**src/rtl/noc_router_pkg.sv**
```systemverilog
// Shared types and constants for the noc_router mesh router (flit codes, port ids, header fields).
package noc_router_pkg;

  localparam int FLIT_W  = 32;
  localparam int DEPTH   = 4;
  localparam int CNT_W   = 3;
  localparam int COORD_W = 2;
  localparam int NPORTS  = 5;

  localparam logic [1:0] FT_IDLE = 2'b00;
  localparam logic [1:0] FT_HEAD = 2'b01;
  localparam logic [1:0] FT_BODY = 2'b10;
  localparam logic [1:0] FT_TAIL = 2'b11;

  localparam int TYPE_HI = 31;
  localparam int TYPE_LO = 30;
  localparam int DSTX_HI = 23;
  localparam int DSTX_LO = 22;
  localparam int DSTY_HI = 21;
  localparam int DSTY_LO = 20;

  typedef enum logic [2:0] {
    P_LOCAL = 3'd0,
    P_NORTH = 3'd1,
    P_SOUTH = 3'd2,
    P_WEST  = 3'd3,
    P_EAST  = 3'd4
  } port_e;

  // Dimension-ordered XY routing: resolve X first, then Y (north is +Y).
  function automatic port_e route_xy(input logic [COORD_W-1:0] dst_x, input logic [COORD_W-1:0] dst_y,
                                     input logic [COORD_W-1:0] cur_x, input logic [COORD_W-1:0] cur_y);
    if (dst_x > cur_x) return P_EAST;
    if (dst_x < cur_x) return P_WEST;
    if (dst_y > cur_y) return P_NORTH;
    if (dst_y < cur_y) return P_SOUTH;
    return P_LOCAL;
  endfunction

  // Round-robin visiting order: local, north, east, south, west.
  function automatic port_e rr_port(input logic [2:0] pos);
    case (pos)
      3'd1:    return P_NORTH;
      3'd2:    return P_EAST;
      3'd3:    return P_SOUTH;
      3'd4:    return P_WEST;
      default: return P_LOCAL;
    endcase
  endfunction

endpackage

```
**src/rtl/noc_router_in_fifo.sv**
```systemverilog
// router_in_fifo: 4-entry circular input FIFO; idle flits and writes while full are discarded.
module router_in_fifo
  import noc_router_pkg::*;
(
  input  logic              clk,
  input  logic              reset,
  input  logic              enable,
  input  logic              push,
  input  logic              pop,
  input  logic [FLIT_W-1:0] din,
  output logic [FLIT_W-1:0] dout,
  output logic [CNT_W-1:0]  count,
  output logic              full,
  output logic              empty
);

  logic [FLIT_W-1:0] mem [DEPTH];
  logic [1:0]        rd_ptr, wr_ptr;
  logic              do_push, do_pop;

  assign full    = (count == CNT_W'(DEPTH));
  assign empty   = (count == '0);
  assign do_push = enable && push && (din[TYPE_HI:TYPE_LO] != FT_IDLE) && !full;
  assign do_pop  = enable && pop && !empty;
  assign dout    = mem[rd_ptr];

  always_ff @(posedge clk or negedge reset) begin
    if (!reset) begin
      rd_ptr <= '0;
      wr_ptr <= '0;
      count  <= '0;
    end else begin
      if (do_push) wr_ptr <= wr_ptr + 2'd1;
      if (do_pop)  rd_ptr <= rd_ptr + 2'd1;
      case ({do_push, do_pop})
        2'b10:   count <= count + CNT_W'(1);
        2'b01:   count <= count - CNT_W'(1);
        default: ;
      endcase
    end
  end

  always_ff @(posedge clk) begin
    if (do_push) mem[wr_ptr] <= din;
  end

endmodule

```
**src/rtl/noc_router.sv**
```systemverilog
// noc_router: 5-port wormhole XY mesh router with per-output locks and round-robin header arbitration.
// Build option: define ROUTER_CREDIT_EN to stall an output while the downstream FIFO is full.
module noc_router
  import noc_router_pkg::*;
(
  input  logic               clk,
  input  logic               reset,
  input  logic               enable,
  input  logic [COORD_W-1:0] routeridx,
  input  logic [COORD_W-1:0] routeridy,
  input  logic [FLIT_W-1:0]  local_in, north_in, south_in, west_in, east_in,
  input  logic               push_local, push_north, push_south, push_west, push_east,
  output logic [FLIT_W-1:0]  local_out, north_out, south_out, west_out, east_out,
  output logic               pop_local, pop_north, pop_south, pop_west, pop_east,
  output logic [CNT_W-1:0]   count_out_l, count_out_n, count_out_s, count_out_w, count_out_e,
  input  logic [CNT_W-1:0]   count_in_l, count_in_n, count_in_s, count_in_w, count_in_e
);

  logic [FLIT_W-1:0] in_flit [NPORTS];
  logic [FLIT_W-1:0] head    [NPORTS];
  logic [FLIT_W-1:0] out_q   [NPORTS];
  logic [CNT_W-1:0]  cnt     [NPORTS];
  logic [CNT_W-1:0]  cnt_in  [NPORTS];
  logic [NPORTS-1:0] push_v, pop_req, pop_q, fifo_empty, fifo_full_unused;
  logic [NPORTS-1:0] want, drop_orphan, release_hh, can_send;
  port_e             want_port [NPORTS];
  logic [NPORTS-1:0] in_lock_vld, out_lock_vld;
  port_e             in_lock_out [NPORTS];
  port_e             out_owner   [NPORTS];
  logic [2:0]        rr_ptr      [NPORTS];
  logic [NPORTS-1:0] grant_vld;
  port_e             grant_in    [NPORTS];
  logic [2:0]        grant_pos   [NPORTS];

  assign in_flit[P_LOCAL] = local_in;   assign push_v[P_LOCAL] = push_local;  assign cnt_in[P_LOCAL] = count_in_l;
  assign in_flit[P_NORTH] = north_in;   assign push_v[P_NORTH] = push_north;  assign cnt_in[P_NORTH] = count_in_n;
  assign in_flit[P_SOUTH] = south_in;   assign push_v[P_SOUTH] = push_south;  assign cnt_in[P_SOUTH] = count_in_s;
  assign in_flit[P_WEST]  = west_in;    assign push_v[P_WEST]  = push_west;   assign cnt_in[P_WEST]  = count_in_w;
  assign in_flit[P_EAST]  = east_in;    assign push_v[P_EAST]  = push_east;   assign cnt_in[P_EAST]  = count_in_e;

  for (genvar g = 0; g < NPORTS; g++) begin : g_fifo
    router_in_fifo u_fifo (
      .clk(clk), .reset(reset), .enable(enable),
      .push(push_v[g]), .pop(pop_req[g]), .din(in_flit[g]),
      .dout(head[g]), .count(cnt[g]), .full(fifo_full_unused[g]), .empty(fifo_empty[g])
    );
`ifdef ROUTER_CREDIT_EN
    assign can_send[g] = (cnt_in[g] < CNT_W'(DEPTH));
`else
    logic unused_credit;
    assign unused_credit = ^cnt_in[g];
    assign can_send[g]   = 1'b1;
`endif
  end

  // Per input: a locked input follows its path; a header arriving on a locked input ends the old packet first.
  always_comb begin
    for (int i = 0; i < NPORTS; i++) begin
      want[i]        = 1'b0;
      want_port[i]   = P_LOCAL;
      drop_orphan[i] = 1'b0;
      release_hh[i]  = 1'b0;
      if (!fifo_empty[i]) begin
        if (in_lock_vld[i]) begin
          if (head[i][TYPE_HI:TYPE_LO] == FT_HEAD) begin
            release_hh[i] = 1'b1;
          end else begin
            want[i]      = 1'b1;
            want_port[i] = in_lock_out[i];
          end
        end else if (head[i][TYPE_HI:TYPE_LO] == FT_HEAD) begin
          want[i]      = 1'b1;
          want_port[i] = route_xy(head[i][DSTX_HI:DSTX_LO], head[i][DSTY_HI:DSTY_LO], routeridx, routeridy);
        end else begin
          drop_orphan[i] = 1'b1;
        end
      end
    end
  end

  always_comb begin
    int    p;
    port_e cand;
    p    = 0;
    cand = P_LOCAL;
    for (int o = 0; o < NPORTS; o++) begin
      grant_vld[o] = 1'b0;
      grant_in[o]  = P_LOCAL;
      grant_pos[o] = '0;
      if (can_send[o]) begin
        if (out_lock_vld[o]) begin
          if (want[out_owner[o]] && (want_port[out_owner[o]] == 3'(o))) begin
            grant_vld[o] = 1'b1;
            grant_in[o]  = out_owner[o];
          end
        end else begin
          for (int k = 0; k < NPORTS; k++) begin
            p = int'(rr_ptr[o]) + k;
            if (p >= NPORTS) p = p - NPORTS;
            cand = rr_port(3'(p));
            if (!grant_vld[o] && want[cand] && !in_lock_vld[cand] && (want_port[cand] == 3'(o))) begin
              grant_vld[o] = 1'b1;
              grant_in[o]  = cand;
              grant_pos[o] = 3'(p);
            end
          end
        end
      end
    end
  end

  always_comb begin
    pop_req = drop_orphan;
    for (int o = 0; o < NPORTS; o++) begin
      if (grant_vld[o]) pop_req[grant_in[o]] = 1'b1;
    end
  end

  always_ff @(posedge clk or negedge reset) begin
    if (!reset) begin
      for (int p = 0; p < NPORTS; p++) begin
        out_q[p]       <= '0;
        rr_ptr[p]      <= '0;
        out_owner[p]   <= P_LOCAL;
        in_lock_out[p] <= P_LOCAL;
      end
      pop_q        <= '0;
      in_lock_vld  <= '0;
      out_lock_vld <= '0;
    end else if (!enable) begin
      for (int p = 0; p < NPORTS; p++) out_q[p] <= '0;
      pop_q <= '0;
    end else begin
      pop_q <= pop_req;
      for (int o = 0; o < NPORTS; o++) begin
        out_q[o] <= grant_vld[o] ? head[grant_in[o]] : '0;
        if (grant_vld[o]) begin
          if (!out_lock_vld[o]) begin
            out_lock_vld[o]          <= 1'b1;
            out_owner[o]             <= grant_in[o];
            in_lock_vld[grant_in[o]] <= 1'b1;
            in_lock_out[grant_in[o]] <= port_e'(3'(o));
            rr_ptr[o] <= (grant_pos[o] == 3'(NPORTS - 1)) ? 3'd0 : grant_pos[o] + 3'd1;
          end
          if (head[grant_in[o]][TYPE_HI:TYPE_LO] == FT_TAIL) begin
            out_lock_vld[o]          <= 1'b0;
            in_lock_vld[grant_in[o]] <= 1'b0;
          end
        end
      end
      for (int i = 0; i < NPORTS; i++) begin
        if (release_hh[i]) begin
          in_lock_vld[i]                <= 1'b0;
          out_lock_vld[in_lock_out[i]]  <= 1'b0;
        end
      end
    end
  end

  assign local_out   = enable ? out_q[P_LOCAL] : '0;
  assign north_out   = enable ? out_q[P_NORTH] : '0;
  assign south_out   = enable ? out_q[P_SOUTH] : '0;
  assign west_out    = enable ? out_q[P_WEST]  : '0;
  assign east_out    = enable ? out_q[P_EAST]  : '0;
  assign pop_local   = enable & pop_q[P_LOCAL];
  assign pop_north   = enable & pop_q[P_NORTH];
  assign pop_south   = enable & pop_q[P_SOUTH];
  assign pop_west    = enable & pop_q[P_WEST];
  assign pop_east    = enable & pop_q[P_EAST];
  assign count_out_l = enable ? cnt[P_LOCAL] : '0;
  assign count_out_n = enable ? cnt[P_NORTH] : '0;
  assign count_out_s = enable ? cnt[P_SOUTH] : '0;
  assign count_out_w = enable ? cnt[P_WEST]  : '0;
  assign count_out_e = enable ? cnt[P_EAST]  : '0;

endmodule

```
**config.mk**
```make
export PLATFORM = sky130hd
export DESIGN_NAME = noc_router
export DESIGN_NICKNAME = d
export VERILOG_FILES = /design/src/rtl/noc_router_pkg.sv /design/src/rtl/noc_router_in_fifo.sv /design/src/rtl/noc_router.sv
export SDC_FILE = /design/constraint.sdc
export NUM_CORES = 2
export LEC_CHECK = 0
export BUFFER_PORTS_ARGS = -buffer_cell sky130_fd_sc_hd__buf_2
export CAP_MARGIN = 15
export CELL_PAD_IN_SITES_DETAIL_PLACEMENT = 1
export CELL_PAD_IN_SITES_GLOBAL_PLACEMENT = 2
export CORE_MARGIN = 8
export CORE_UTILIZATION = 41
export DETAILED_ROUTE_END_ITERATION = 10
export PLACE_DENSITY = 0.86
export SYNTH_ARGS = -nofsm -noshare
export SYNTH_HDL_FRONTEND = slang
export SYNTH_HIERARCHICAL = 1
export SYNTH_SLANG_ARGS = --single-unit
```
**constraint.sdc**
```tcl
create_clock -name clk -period 6.8 [get_ports clk]
set_clock_uncertainty 0.1 [all_clocks]
set_input_delay 0.34 -clock clk [delete_from_list [all_inputs] [get_ports clk]]
set_output_delay 0.34 -clock clk [all_outputs]
set_load 0.01 [all_outputs]
```
==> results.toml <==
[run_status]
status = "finished clean"

[setup_path]
cp.arrival_ns = 7.34
worst_setup_path_end_kind = "register"
path_class = "register to register"
start_kind = "register"
cp_max_fo = 10
required_ns = 7.37
cp.buffers_inverters = 2
critPathTopFamily = "simple AND/OR/NAND/NOR gates"
slowest_stage = "nor4b_1"
slowest_delay_ns = 0.91
crit_chain = "mux4_2 > ha_1 > and2_1 > and3_1 > o31ai_1 > nor4b_1 > buf_4 > mux4_2 > nand2b_1 > and4_1 > a221oi_1 > a22o_2 > nor2_1 > a21oi_1 > a21boi_0 > nand3_1 > o311a_1 > ha_1 > inv_1 > fa_1 > xor2_1 > nor2_1 > xor2_1"

[synth]
async_flop_share_pct = 28.5
synth_area_sq_um = 53000
synth.ff_latch_count = 895
ys_seq_area_share_pct = 48.3
avgSynthCellArea_sq_um = 11.1
syn_inst = 4758
synth_enable_flop_cells = 640
ys_types = 134
ys.flop_type = "edfxtp_1"
synth_warnings = 6
syn_nets = 5060

[routing]
wl_met2_mm = 110
drt-met1-wl_mm = 88.2
via_count = 46853
ant_nets = 0
drt_iter0_markers = 5438
dr.pass1.iters = 6
drc = 0
viasPerCell = 6.56
routed.top_layer = "met5"
met3WireLength_mm = 22.8
wire_per_inst_um = 33.7
routed_wirelength_mm = 241

[clocking]
cts.sinks = 895
cts-htree-levels = 3
cts-buffers-inserted = 95
path_clk_slew_ns = 0.06
cts_tree = "built"
cts-root-buf = "clkbuf_16"
insertion_delay_ns = 0.77
cts_buffer_depth = 3

[layout]
drive_gt1_share_pct = 21.8
final_common_cell = "edfxtp_1"
final_cell_mix = "edfxtp_1 (640), nor2_1 (427), buf_2 (349), nand2_1 (284), buf_4 (267)"
final_cells = 7143
nets = 5603
syn2layout_area_growth_pct = 17.9
final_area_sq_um = 62500

[timing]
rsz0062_at_grt = "yes"
finalHoldViolCount = 0
setup_viol_count_final = 0
maxSlewViolCount = 0
fmax_mhz = 148
min_period_ns = 6.77
min_period_over_period_pct = 99.6
worstMarginPinSlew_ns = 1.09
timing.setup.tns_ns = 0
slew_headroom_pct = 26.4

[global_routing]
grt_max_degree = 144
grt_pass1_vias = 47240
grt_overflow = 0
grt_pass1_wl_mm = 341
antenna_found_initial = 35
grt_use_total_pct = 32.7

[die]
std_cell_rows = 132
start_util_pct = 41.1
die-area_sq_um = 141000
core_sq_um = 129000
die_x_um = 376
ios = 367
die_y_um = 376

[job]
max_cap_violations = 0

[place]
dp_hpwl_mm = 165
place_area_sq_um = 57400
dp_cells = 6776
numPortBuffers = 351
place_congestion = 0.978

[min_path]
hold_path.class = "input port to register"
## logic make-up (layout without fill, tap and decap cells)
kind of cell	Yosys count	in the layout	share of synthesized area [%]
flip-flops	895	895	48.3
AND/OR/NAND/NOR	1590	1590	15.8
buffers and inverters	492	1115	4.42
multiplexers	358	358	11.0
adder cells (fa/ha/maj)	115	115	2.86
AO/OA/AOI/OAI	1255	1255	16.8
XOR/XNOR	53	53	0.875
other	0	20	0
## flip-flops by register name, summed over array words and instances (netlist names)
name / flops
g_fifo.u_fifo/wr_ptr: 10
in_lock_vld: 5
g_fifo.u_fifo/rd_ptr: 10
out_owner: 15
out_q: 160
rr_ptr: 15
in_lock_out: 15
g_fifo.u_fifo/mem: 640
out_lock_vld: 5
g_fifo.u_fifo/count: 15
pop_q: 5
## stage by stage
stage | util [%] | worst slack (ns) | hold slack [ns]
2_1_floorplan | - | 0.652 | -0.0556
3_3_place_gp | 44.5 | 0.120 | 0.215
3_5_place_dp | 44.5 | -0.00293 | 0.216
4_1_cts | 48.2 | 0.0501 | 0.00239
5_1_grt | 48.5 | -0.00820 | 0.00960
6_report | 48.5 | 0.0258 | 0.00692
## cell type report
class                      count  area, sq um
fill                       13872        66500
sequential                   895        25600
multi-input combinational   3371        25400
timing repair buffer         787         5530
clock buffer                 118         2540
tap                         1742         2180
clock inverter                59          674
inverter                     151          572
antenna                       20         50.0
## path summary, 6_finish.rpt
kind / depth (start not counted) / slack (ns) / endpoint / from
setup / recovery: 23 / 0.03 / g_fifo[2].u_fifo/count[2]$_DFFE_PN0P_ / g_fifo[1].u_fifo/rd_ptr[0]$_DFFE_PN0P_
hold / removal: 4 / 0.007 / g_fifo[4].u_fifo/wr_ptr[0]$_DFFE_PN0P_ / push_east
setup reg to reg: 23 / 0.03 / g_fifo[2].u_fifo/count[2]$_DFFE_PN0P_ / g_fifo[1].u_fifo/rd_ptr[0]$_DFFE_PN0P_
hold reg to reg: 2 / 0.45 / out_owner[8]$_DFFE_PN0P_ / out_owner[8]$_DFFE_PN0P_
max in group asynchronous: 3 / 5.19 / out_q[60]$_DFF_PN0_ / reset
min in group asynchronous: 2 / 0.02 / out_q[12]$_DFF_PN0_ / reset
## cell usage after synthesis (32+ instances only)
| library cell | n | area [sq um] |
|---|---|---|
| o221ai_1 | 61 | 534 |
| nand2b_1 | 64 | 400 |
| nor3_1 | 115 | 576 |
| clkbuf_1 | 188 | 706 |
| o21ai_0 | 253 | 1270 |
| a21oi_1 | 218 | 1090 |
| a211oi_1 | 50 | 375 |
| nor2_1 | 433 | 1630 |
| o22ai_1 | 100 | 626 |
| and3_1 | 41 | 257 |
| mux4_2 | 144 | 3240 |
| a31oi_1 | 42 | 263 |
| inv_1 | 143 | 537 |
| buf_2 | 86 | 430 |
| mux2_2 | 61 | 687 |
| nor4_1 | 45 | 282 |
| o211ai_1 | 88 | 661 |
| edfxtp_1 | 640 | 19200 |
| a21o_1 | 35 | 263 |
| xnor2_1 | 32 | 280 |
| mux2i_1 | 127 | 1270 |
| nand3_1 | 77 | 385 |
| dfrtp_1 | 255 | 6380 |
| ha_1 | 105 | 1310 |
| nor2b_1 | 49 | 307 |
| nand2_1 | 285 | 1070 |
| o22a_1 | 32 | 280 |
| and2_1 | 232 | 1450 |
## worst reg2reg max path, cell delays in order (launching register included)
cell,delay (ns)
dfrtp_4,0.54
mux4_2,0.70
ha_1,0.40
and2_1,0.18
and3_1,0.40
o31ai_1,0.15
nor4b_1,0.91
buf_4,0.27
mux4_2,0.26
nand2b_1,0.14
and4_1,0.34
a221oi_1,0.08
a22o_2,0.34
nor2_1,0.12
a21oi_1,0.05
a21boi_0,0.16
nand3_1,0.17
o311a_1,0.27
ha_1,0.23
inv_1,0.07
fa_1,0.37
xor2_1,0.15
nor2_1,0.15
xor2_1,0.16
## per-layer routing
metal	vias to the layer above	GRT usage, %
met4	18	21.6
met1	23592	39.7
met2	2957	52.2
met5	-	0
met3	906	7.68
li1	19380	-
## repair_timing
action | CTS | global route
setup endpoints to repair | 1 | 22
buffers inserted | 0 | 9
hold endpoints to repair | 691 | 0
hold buffers | 161 | 0
gates resized for setup | 1 | 45
pin swaps | 0 | 5
Power is not shown: default switching activity piles up to over one toggle a cycle in this logic, so the estimate is an artifact.
